[src/rtl/alpha_fade_ctrl_pkg.sv]
// Shared types for the alpha fade controller: FSM state and pending-request encodings.
package alpha_fade_ctrl_pkg;

  typedef enum logic [1:0] {
    ST_HIDDEN   = 2'd0,
    ST_FADE_IN  = 2'd1,
    ST_SHOWN    = 2'd2,
    ST_FADE_OUT = 2'd3
  } fade_state_e;

  typedef enum logic [1:0] {
    PEND_NONE = 2'd0,
    PEND_IN   = 2'd1,
    PEND_OUT  = 2'd2
  } pend_e;

  function automatic logic is_fading(fade_state_e s);
    return (s == ST_FADE_IN) || (s == ST_FADE_OUT);
  endfunction

  function automatic int cnt_width(int modulus);
    return (modulus > 1) ? $clog2(modulus) : 1;
  endfunction

endpackage

[src/rtl/alpha_fade_ctrl_frame_tick_counter.sv]
// Modulo-MODULUS frame counter: advances when told, wraps to 0 after MODULUS-1,
// and flags the terminal count so the caller can act on the wrapping frame.
module frame_tick_counter
  import alpha_fade_ctrl_pkg::*;
#(
  parameter int MODULUS = 2
) (
  input  logic clk,
  input  logic reset_n,
  input  logic clear,
  input  logic advance,
  output logic tc
);

  localparam int W = cnt_width(MODULUS);
  localparam logic [W-1:0] LAST = W'(MODULUS - 1);

  logic [W-1:0] cnt_q;
  logic [W-1:0] cnt_d;

  assign tc = (cnt_q == LAST);

  always_comb begin
    cnt_d = cnt_q;
    if (clear) begin
      cnt_d = '0;
    end else if (advance) begin
      cnt_d = tc ? '0 : cnt_q + W'(1);
    end
  end

  always_ff @(posedge clk) begin
    if (!reset_n) begin
      cnt_q <= '0;
    end else begin
      cnt_q <= cnt_d;
    end
  end

endmodule

[src/rtl/alpha_fade_ctrl.sv]
// Frame-synchronous alpha fade sequencer: latches fade requests and steps the
// registered blend weight only on frame_start so alpha never changes mid-frame.
module alpha_fade_ctrl
  import alpha_fade_ctrl_pkg::*;
#(
  parameter int ALPHA_BITS      = 4,
  parameter int FRAMES_PER_STEP = 2,
  parameter int HOLD_FRAMES     = 60
) (
  input  logic                  clk,
  input  logic                  reset_n,
  input  logic                  frame_start,
  input  logic                  fade_in_req,
  input  logic                  fade_out_req,
  input  logic                  auto_hide,
  output logic [ALPHA_BITS:0]   alpha,
  output logic                  busy,
  output logic                  fade_done,
  output logic [1:0]            state
);

  localparam int AW = ALPHA_BITS + 1;
  localparam logic [AW-1:0] ALPHA_ONE = AW'(1);
  localparam logic [AW-1:0] ALPHA_MAX = ALPHA_ONE << ALPHA_BITS;

  fade_state_e     state_q, state_d;
  logic [AW-1:0]   alpha_q, alpha_d;
  pend_e           pend_q, pend_d;
  logic            done_q, done_d;

  pend_e           pend_eff;
  logic            go_in, go_out;
  logic            step_clear, step_adv, step_tc;
  logic            hold_clear, hold_adv, hold_tc;

  frame_tick_counter #(.MODULUS(FRAMES_PER_STEP)) u_step_timer (
    .clk     (clk),
    .reset_n (reset_n),
    .clear   (step_clear),
    .advance (step_adv),
    .tc      (step_tc)
  );

  frame_tick_counter #(.MODULUS(HOLD_FRAMES)) u_hold_timer (
    .clk     (clk),
    .reset_n (reset_n),
    .clear   (hold_clear),
    .advance (hold_adv),
    .tc      (hold_tc)
  );

  always_comb begin
    // A request in the same cycle as frame_start is acted on at that frame.
    pend_eff = pend_q;
    if (fade_in_req && !fade_out_req) begin
      pend_eff = PEND_IN;
    end else if (fade_out_req && !fade_in_req) begin
      pend_eff = PEND_OUT;
    end

    state_d    = state_q;
    alpha_d    = alpha_q;
    pend_d     = pend_eff;
    done_d     = 1'b0;
    go_in      = 1'b0;
    go_out     = 1'b0;
    step_clear = 1'b0;
    step_adv   = 1'b0;
    hold_clear = 1'b0;
    hold_adv   = 1'b0;

    if (frame_start) begin
      pend_d = PEND_NONE;
      go_in  = (pend_eff == PEND_IN)  && (state_q == ST_HIDDEN || state_q == ST_FADE_OUT);
      go_out = (pend_eff == PEND_OUT) && (state_q == ST_SHOWN  || state_q == ST_FADE_IN);

      if (go_in) begin
        state_d    = ST_FADE_IN;
        step_clear = 1'b1;
      end else if (go_out) begin
        state_d    = ST_FADE_OUT;
        step_clear = 1'b1;
      end else begin
        case (state_q)
          ST_SHOWN: begin
            if (auto_hide) begin
              hold_adv = 1'b1;
              if (hold_tc) begin
                state_d    = ST_FADE_OUT;
                step_clear = 1'b1;
              end
            end
          end
          ST_FADE_IN: begin
            step_adv = 1'b1;
            if (step_tc) begin
              if (alpha_q >= ALPHA_MAX - ALPHA_ONE) begin
                alpha_d    = ALPHA_MAX;
                state_d    = ST_SHOWN;
                done_d     = 1'b1;
                hold_clear = 1'b1;
              end else begin
                alpha_d = alpha_q + ALPHA_ONE;
              end
            end
          end
          ST_FADE_OUT: begin
            step_adv = 1'b1;
            if (step_tc) begin
              if (alpha_q <= ALPHA_ONE) begin
                alpha_d = '0;
                state_d = ST_HIDDEN;
                done_d  = 1'b1;
              end else begin
                alpha_d = alpha_q - ALPHA_ONE;
              end
            end
          end
          default: begin
            state_d = state_q;
          end
        endcase
      end
    end
  end

  always_ff @(posedge clk) begin
    if (!reset_n) begin
      state_q <= ST_HIDDEN;
      alpha_q <= '0;
      pend_q  <= PEND_NONE;
      done_q  <= 1'b0;
    end else begin
      state_q <= state_d;
      alpha_q <= alpha_d;
      pend_q  <= pend_d;
      done_q  <= done_d;
    end
  end

  assign alpha     = alpha_q;
  assign busy      = is_fading(state_q);
  assign fade_done = done_q;
  assign state     = state_q;

endmodule

[config.mk]
export PLATFORM = sky130hd
export DESIGN_NAME = alpha_fade_ctrl
export DESIGN_NICKNAME = d
export VERILOG_FILES = /design/src/rtl/alpha_fade_ctrl_pkg.sv /design/src/rtl/alpha_fade_ctrl_frame_tick_counter.sv /design/src/rtl/alpha_fade_ctrl.sv
export SDC_FILE = /design/constraint.sdc
export NUM_CORES = 1
export LEC_CHECK = 0
export CAP_MARGIN = 10
export CORE_ASPECT_RATIO = 0.8
export CORE_MARGIN = 3
export CORE_UTILIZATION = 45
export CTS_CLUSTER_DIAMETER = 50
export DETAILED_ROUTE_END_ITERATION = 8
export PLACE_DENSITY_LB_ADDON = 0.3
export SYNTH_ARGS = -nofsm -noshare
export SYNTH_HDL_FRONTEND = slang
export SYNTH_SLANG_ARGS = --single-unit
[constraint.sdc]
create_clock -name clk -period 6.72 [get_ports clk]
set_clock_uncertainty 0.2 [all_clocks]
set_input_delay 2.016 -clock clk [delete_from_list [all_inputs] [get_ports clk]]
set_output_delay 2.016 -clock clk [all_outputs]
set_load 0.02 [all_outputs]
# Yosys cells after proc, flatten, opt, wreduce, memory -nomap -nowiden
# Index checks and enable logic that the tools add are counted.
totals:
  regBits: 17
  input_bits: 6
  wordCells: 91
op_classes:
  addsub: 4
  order_cmp: 2
  eq_ne: 14
  n_mux: 42
  bitwise: 4
  reduce_logical: 19
op_table:
  columns: ["op", "count"]
  rows:
  - ["2-to-1 mux 1 bit", 24]
  - ["2-to-1 mux 2 bit", 10]
  - ["2-to-1 mux 5 bit", 4]
  - ["inequality test 4 x 2 -> 1 bit, second input constant", 3]
  - ["one-hot mux 5 bit (2 select lines)", 1]
  - ["inequality test 4 x 3 -> 1 bit, second input constant", 2]
  - ["AND reduction 8 bit", 1]
  - ["OR reduction 2 bit", 4]
  - ["adder 6 x 1 -> 6 bit, second input constant", 1]
  - ["equality test 2 bit, second input constant", 3]
  - ["equality test 6 bit, second input constant", 1]
  - ["2-to-1 mux 6 bit", 1]
  - ["one-hot mux 2 bit (3 select lines)", 1]
  - ["AND reduction 6 bit", 1]
  - ["adder 5 x 1 -> 5 bit, second input constant", 1]
  - ["greater-or-equal comparator 5 x 4 -> 1 bit, second input constant", 1]
  - ["<= comparator 5 x 1 -> 1 bit, second input constant", 1]
  - ["nonzero test 5 bit", 1]
  - ["subtractor 5 x 1 -> 5 bit, second input constant", 1]
  - ["equality test 2 x 1 -> 1 bit, second input constant", 2]
  - ["logical AND 1 bit", 4]
  - ["inequality test 2 x 1 -> 1 bit, second input constant", 2]
  - ["inequality test 4 bit, second input constant", 1]
  - ["inverter 1 bit", 4]
  - ["7 further kinds", 10]

# Depth between registers and ports, before layout
# Gate-level depths: netlist of the first run.
depth:
  word_depth: 10
  ltp_mapped: 8

# Hierarchy
# Synthesis of the first run repeated with hierarchy kept, for this count alone.
hier_totals:
  cells_unflattened: 159
  hier_area_um2: 1277.5
modules_own_cells:
  columns: ["mod", "instances", "cells_per_inst", "area_each_um2", "seq_area_each_um2"]
  rows:
  - ["alpha_fade_ctrl", 1, 121, 932.1, 200.2]
  - ["frame_tick_counter (u_hold_timer)", 1, 35, 304.0, 120.1]
  - ["frame_tick_counter (u_step_timer)", 1, 3, 41.3, 20.0]

# Least setup slack after synthesis of the first run
# No wires, ideal clock.
synth_timing:
  path_kind: "input -> register"
  from: "input port fade_out_req"
  to: "register state_q[0], in the netlist state[0]"
  setup_time_ns: 0.116
  arrival_time_ns: 3.316
  t_required_ns: 6.404
  slack_ns: 3.088
  path_stages: 5
  path_cell_list: "nand2b_2 > a211oi_4 > nor2_1 > or4_1 > o211a_1"
synth_via:
  elab_chain_len: 7
  word_cells_on_any_way: 19
  classes_between: "eq/ne: 8; mux: 4; reduce/logical: 7"
synth_rtl:
  columns: ["item", "line_no", "rtl"]
  rows:
  - ["from (decl)", "alpha_fade_ctrl.sv:14", "input logic fade_out_req,"]
  - ["logical AND 1 bit or zero test 1 bit (tied branches)", "alpha_fade_ctrl.sv:57, alpha_fade_ctrl.sv:55", null]
  - ["2-to-1 mux 2 bit or logical AND 1 bit (tied branches)", "alpha_fade_ctrl.sv:57, alpha_fade_ctrl.sv:55", null]
  - ["2-to-1 mux 2 bit *", "alpha_fade_ctrl.sv:55", "if (fade_in_req && !fade_out_req) begin"]
  - ["equality test 2 x 1 -> 1 bit or equality test 2 bit (tied branches)", "alpha_fade_ctrl.sv:74, alpha_fade_ctrl.sv:75", null]
  - ["logical AND 1 bit (on tied branches)", "alpha_fade_ctrl.sv:74, alpha_fade_ctrl.sv:75", null]
  - ["inequality test 4 x 3 -> 1 bit (no source line), or another cell as far along", null, null]
  - ["AND reduction 8 bit (no source line) or 2-to-1 mux 2 bit (tied branches)", null, null]
  - ["to (signal assigned)", "alpha_fade_ctrl.sv:134", "state_q <= state_d;"]
  - ["to (decl)", "alpha_fade_ctrl.sv:26", "fade_state_e state_q, state_d;"]
# Every way passes the cells marked *; elsewhere a longest branch is shown, timed or not.
# A chain may end at the register's enable or synchronous reset.

# Worst setup path after layout of the first run
layout_timing:
  from: "register state_q[0], in the netlist state[0]"
  to: "output port busy"
layout_via:
  elab_chain_len: 2
  word_cells_on_any_way: 3
  classes_between: "eq/ne: 2; reduce/logical: 1"
layout_rtl:
  columns: ["item", "line_no", "rtl"]
  rows:
  - ["equality test 2 x 1 -> 1 bit or equality test 2 bit (tied branches)", "alpha_fade_ctrl_pkg.sv:18", "return (s == ST_FADE_IN) || (s == ST_FADE_OUT);"]
  - ["logical OR 1 bit *", "alpha_fade_ctrl_pkg.sv:18", null]
  - ["to (decl)", "alpha_fade_ctrl.sv:17", "output logic busy,"]
# Marks and branches as above.

==> summary.txt, run 1 <==
Worst setup path
  • Buffers & Inverters on Critical Path: 2
  • CP delay by family, top: buffers and inverters
  • Sequence of cells on the critical path: ha_1 -> nor2_1 -> inv_1 -> clkdlybuf4s50_1
  • CP endpoint: busy
  • WP depth: 4
  • Worst Path Arrival: 2200 ps
  • R2R Setup Slk: 4290 ps
  • CP max stage cell: clkdlybuf4s50_1
  • Worst reg-to-reg path cell count: 8
  • CP required: 4500 ps
  • CP startpoint kind: register
  • Worst reg2reg startpoint: alpha[0]
  • CP endpoint kind: primary output
  • Capturing point of the worst reg2reg path: alpha[3]
  • Setup crit start: state[0]
  • Crit Path Category: register to primary output
  • Highest net fanout along the worst path: 17
  • CP peak stage delay: 630 ps

Placed design
  • Port Buffers: 14
  • Placed insts: 187
  • HPWL Detailed: 2.12 mm
  • Final GP Congestion: 0.865

Pwr
  • Clock network power share: 0.173
  • Power per cell area: 233 nW/um2
  • Worst vdd ir: 197 uV
  • Leak: 0.510 nW
  • Overall power: 0.323 mW
  • Comb power frac: 0.448
  • Internal Power: 0.189 mW
  • Seq pwr share: 0.378
  • Switching Fraction: 0.416
  • Sw power: 0.134 mW

Die
  • Initial Util: 0.481
  • Die Width: 63.6 um
  • Std-Cell Rows: 16
  • Core ar.: 2480 um2
  • I/O pins: 15
  • Die Y: 52.1 um
  • Full die area: 3310 um2

Global route
  • All-Layer GR Usage: 0.189
  • Vias in the first global route: 1047
  • Initial antenna violation count: 0
  • GR Overflow Total: 0
  • Largest net degree at the start of global routing: 18
  • First-pass GRT wire length: 4.85 mm

Timing
  • Fmax: 0.226 GHz
  • Tmin final: 4420 ps
  • Tcrit/Tclk final: 0.657
  • Max-slew violations: 0
  • Slew @ Worst Pin: 517 ps
  • Setup TNS: 0 ps
  • RSZ-0062 raised after global routing: false
  • Worst rel slew slack: 0.655
  • Final Hold Fails: 0
  • Setup violators final: 0

Synth
  • Library cells used by synthesis: 48
  • Syn Area/Cell: 8.47 um2
  • Mapped Cells: 141
  • Post-synth ARST share: 0
  • Top cell type's share of synthesized area: 0.285
  • Number of synthesized flops with an enable pin: 0
  • Cell Area, Synth: 1190 um2
  • Synth area leader: dfxtp_1
  • Most frequent cell after synthesis: dfxtp_1
  • Syn_nets: 155
  • Register area share after synthesis: 0.285
  • Most frequent cells after synthesis: dfxtp_1, nor2_1, inv_1
  • Flops & latches, synth: 17
  • Synthesis Warnings: 0
  • Synth top area cells: dfxtp_1, ha_1, nor2_1
  • Main synth FF type: dfxtp_1

Clock tree
  • Worst-skew pair later-pin latency: 300 ps
  • Sink Count: 17
  • Post-CTS Setup Inserts: 0
  • CTS tree: built
  • Htree depth: 1
  • CTS clk-pin slew, worst paths: 100 ps
  • CTS Hold Buffers Added: 0
  • Total CTS buffers: 3
  • PostCTS Resize Cnt: 0
  • Clock Tree Buf Depth: 2
  • Root Buffer Master: clkbuf_4

Final layout
  • Area growth syn-to-layout: 16.4%
  • Reg area: 340 um2
  • Final nets: 170
  • Multi-input gate area: 800 um2
  • N_diodes: 0
  • Share of cells above drive strength 1: 0.0581
  • # fillers: 259
  • Layout Cells excl Fill: 191

Detailed routing
  • Drt pass-1 iters: 4
  • Via count: 1125
  • Routed Antenna Nets: 0
  • Vias per cell: 5.89
  • DRT iter0 DRCs: 45
  • Drt drc: 0
  • Drt total wl: 2.78 mm
  • Wire per inst: 14.5 um

Flow run
  • Max Cap Violations: 0

Run status
  • Status: complete, no violations

Worst hold path
  • Class of the worst hold path: register to register
==> worst register-to-register path, stage by stage, from the launching register on <==
cell and delay [ps]:
dfxtp_1 420, ha_1 280, and3_1 190, ha_1 170, nor2_1 260, nand2_1 210
nor2_1 240, a41oi_1 150, o31ai_1 220
==> layer usage <==
metal  vias to the layer above  wire [um]  GRT usage
li1                        562          -          -
met1                       524       1350      0.259
met2                        30       1240      0.279
met3                         9        134     0.0540
met4                         0         50     0.0789
met5                         -          0          0
==> how the worst min path moves through the flow <==
| stage | startpoint | endpoint | slack, ps | cells past startpoint |
|---|---|---|---|---|
| 4_1_cts | state[1] | state[1] | 330 | 2 |
| 6_report | state[1] | state[1] | 320 | 2 |
| 3_5_place_dp | state[1] | state[1] | 310 | 2 |
| 2_1_floorplan | u_hold_timer.cnt_q[5] | u_hold_timer.cnt_q[5] | 280 | 2 |
| 5_1_grt | state[1] | state[1] | 360 | 2 |
| 3_3_place_gp | u_hold_timer.cnt_q[5] | u_hold_timer.cnt_q[5] | 300 | 2 |
==> cell usage in the layout, fill, tap and decap left out, types with 2 or more instances in the layout <==
cell,count
nand3_1,2
ha_1,8
nand3b_1,2
o21ai_0,6
nor3_1,4
nor2_1,13
a21oi_1,7
clkbuf_4,3
xor2_1,5
nand2b_1,3
nand2_1,7
inv_1,9
dfxtp_1,17
nor3b_1,2
and3_1,2
o2111ai_1,3
nand4b_1,2
a31oi_1,2
nand4_1,2
o211a_1,3
and2_1,3
a211oi_1,2
o31ai_1,4
o211ai_1,4
a211o_1,3
clkdlybuf4s50_1,14
==> metrics by stage <==
| step | setup slack (ps) | hold WS [ps] | cell area [um2] | utilization |
|---|---|---|---|---|
| floorplan | 3090 | 279 | 1190 | - |
| global placement | 2560 | 298 | 1360 | 0.549 |
| detailed placement | 2450 | 310 | 1360 | 0.549 |
| CTS | 2320 | 327 | 1390 | 0.559 |
| global route | 2160 | 363 | 1390 | 0.559 |
| finish | 2300 | 318 | 1390 | 0.559 |
==> power groups by stage <==
stage | Sequential (mW) | Clock [mW] | Combinational [mW]
global route | 0.124 | 0.0626 | 0.158
detailed placement | 0.124 | 0 | 0.143
global placement | 0.124 | 0 | 0.138
floorplan | 0.124 | 0 | 0.104
finish | 0.122 | 0.0561 | 0.145
CTS | 0.122 | 0.0575 | 0.144
==> state kept, by name, indices dropped and copies added (netlist names) <==
register,count
u_hold_timer.cnt_q,6
fade_done,1
pend_q,2
alpha,5
u_step_timer.tc,1
state,2
==> final cells by class <==
type                       instances  share of cell area
multi-input combinational        110               0.576
sequential                        17               0.245
timing repair buffer              14               0.101
tap                               36              0.0324
inverter                          10              0.0270
clock buffer                       4              0.0189
==> kinds of logic (layout without fill, tap and decap cells) <==
logic type | after synthesis | in the layout | synth area share
multiplexers | 1 | 1 | 0.00839
AO/OA/AOI/OAI | 47 | 47 | 0.313
flip-flops | 17 | 17 | 0.285
adder cells (fa/ha/maj) | 9 | 9 | 0.0922
XOR/XNOR | 5 | 5 | 0.0367
AND/OR/NAND/NOR | 48 | 48 | 0.219
buffers and inverters | 14 | 28 | 0.0451
Note: power is estimated with default switching activity, not from simulation.
==> run 2: changes to the inputs <==
==> constraint.sdc (replaced) <==
create_clock -name clk -period 3.8 [get_ports clk]
set_clock_uncertainty 0.2 [all_clocks]
set_input_delay 1.14 -clock clk [delete_from_list [all_inputs] [get_ports clk]]
set_output_delay 1.14 -clock clk [all_outputs]
set_load 0.02 [all_outputs]
==> summary.txt, run 2 (synthesis gave the netlist of run 1 again) <==
Worst setup path
  • CP endpoint kind: primary output
  • Worst Path Arrival: 2220 ps
  • CP peak stage delay: 640 ps
  • CP max stage cell: clkdlybuf4s50_1
  • Sequence of cells on the critical path: ha_1 -> nor2_1 -> inv_1 -> clkdlybuf4s50_1
  • Highest net fanout along the worst path: 17
  • CP required: 2460 ps
  • Crit Path Category: register to primary output
  • CP startpoint kind: register

Global route
  • GR Overflow Total: 0
  • Initial antenna violation count: 0
  • All-Layer GR Usage: 0.185
  • First-pass GRT wire length: 4.82 mm
  • Largest net degree at the start of global routing: 18
  • Vias in the first global route: 1029

Die
  • Initial Util: 0.481
  • Die Y: 52.1 um
  • Die Width: 63.6 um
  • Std-Cell Rows: 16
  • I/O pins: 15
  • Core ar.: 2480 um2
  • Full die area: 3310 um2

Detailed routing
  • Via count: 1096
  • Drt pass-1 iters: 4
  • DRT iter0 DRCs: 39
  • Vias per cell: 5.74
  • Routed Antenna Nets: 0
  • Drt drc: 0
  • Drt total wl: 2.80 mm
  • Wire per inst: 14.7 um

Timing
  • RSZ-0062 raised after global routing: false
  • Worst Slack Setup Final: 238 ps
  • Slew @ Worst Pin: 518 ps
  • Setup TNS: 0 ps
  • Max-slew violations: 0
  • Worst rel slew slack: 0.655
  • Tcrit/Tclk final: 0.937
  • Tmin final: 3560 ps
  • Setup violators final: 0
  • Fmax: 0.281 GHz
  • Final Hold Fails: 0

Pwr
  • Sw power: 0.236 mW
  • Clock network power share: 0.171
  • Worst vdd ir: 352 uV
  • Comb power frac: 0.449
  • Leak: 0.510 nW
  • Seq pwr share: 0.380
  • Internal Power: 0.334 mW
  • Switching Fraction: 0.415
  • Power per cell area: 410 nW/um2

Final layout
  • Final nets: 170
  • Utilization after layout: 0.559
  • N_diodes: 0
  • Most frequent cells in the layout: dfxtp_1, clkdlybuf4s50_1, nor2_1, inv_1, ha_1
  • Top reg by flops: u_hold_timer.cnt_q
  • Area growth syn-to-layout: 16.4%
  • Share of cells above drive strength 1: 0.0581
  • # fillers: 253
  • Design area: 1390 um2
  • Max FFs per register: 6
  • Most common cell after layout, fill and taps aside: dfxtp_1

Placed design
  • Port Buffers: 14
  • HPWL Detailed: 2.12 mm
  • Final GP Congestion: 0.865
  • Pre-CTS setup slack: 395 ps
  • Placed inst area: 1360 um2

Clock tree
  • Clock Tree Buf Depth: 2
  • Total CTS buffers: 3
  • Sink Count: 17
  • CTS clk-pin slew, worst paths: 100 ps
  • Htree depth: 1
  • Post-CTS Setup Inserts: 0
  • Root Buffer Master: clkbuf_4
  • CTS Hold Buffers Added: 0
  • CTS tree: built
  • Worst-skew pair later-pin latency: 290 ps
  • PostCTS Resize Cnt: 0

Run status
  • Status: complete, no violations

Flow run
  • Max Cap Violations: 0

Worst hold path
  • Class of the worst hold path: register to register
-- run 2: cell counts in the layout (fill, tap and decap cells not counted) --
No cell type changed its count.
-- run 2: cell type report --
| class | count | area [um2] | area share |
|---|---|---|---|
| multi-input cells | 110 | 800 | 0.576 |
| well taps | 36 | 45.0 | 0.0324 |
| repair buffers | 14 | 140 | 0.101 |
| flip-flops and latches | 17 | 340 | 0.245 |
| inverters | 10 | 37.5 | 0.0270 |
| clock buffers | 4 | 26.3 | 0.0189 |
-- run 2: metal layers --
metal  GRT usage  routed length, um
met2       0.286               1230
met4      0.0502                 30
met3      0.0562                145
met5           0                  0
met1       0.250               1400
-- run 2: power groups by stage --
| stage | clock network (mW) | registers [mW] | logic [mW] |
|---|---|---|---|
| floorplan | 0 | 0.218 | 0.184 |
| global placement | 0 | 0.219 | 0.245 |
| detailed placement | 0 | 0.220 | 0.254 |
| CTS | 0.100 | 0.216 | 0.255 |
| global route | 0.110 | 0.219 | 0.279 |
| finish | 0.0975 | 0.216 | 0.256 |
-- run 2: worst max-delay path: cells and delay by family, from the launching register on --
family | cells | cell delay (ps)
buffers and inverters | 2 | 820
flip-flops | 1 | 430
AND/OR/NAND/NOR | 1 | 170
adder cells (fa/ha/maj) | 1 | 520
-- run 2: final timing paths --
| check | depth (start not counted) | end | from | slack [ps] |
|---|---|---|---|---|
| setup / recovery | 4 | busy | state[0] | 240 |
| setup reg to reg | 8 | alpha[3] | alpha[0] | 1370 |
| hold reg to reg | 2 | state[1] | state[1] | 320 |
| hold / removal | 2 | state[1] | state[1] | 320 |
-- run 2: stage by stage --
stage                     power (mW)  std cells  hold WS [ps]
after CTS                      0.571        191           336
final                          0.570        191           322
after global routing           0.608        191           362
after floorplan                0.403        141           279
after global placement         0.464        187           298
after detailed placement       0.474        187           313
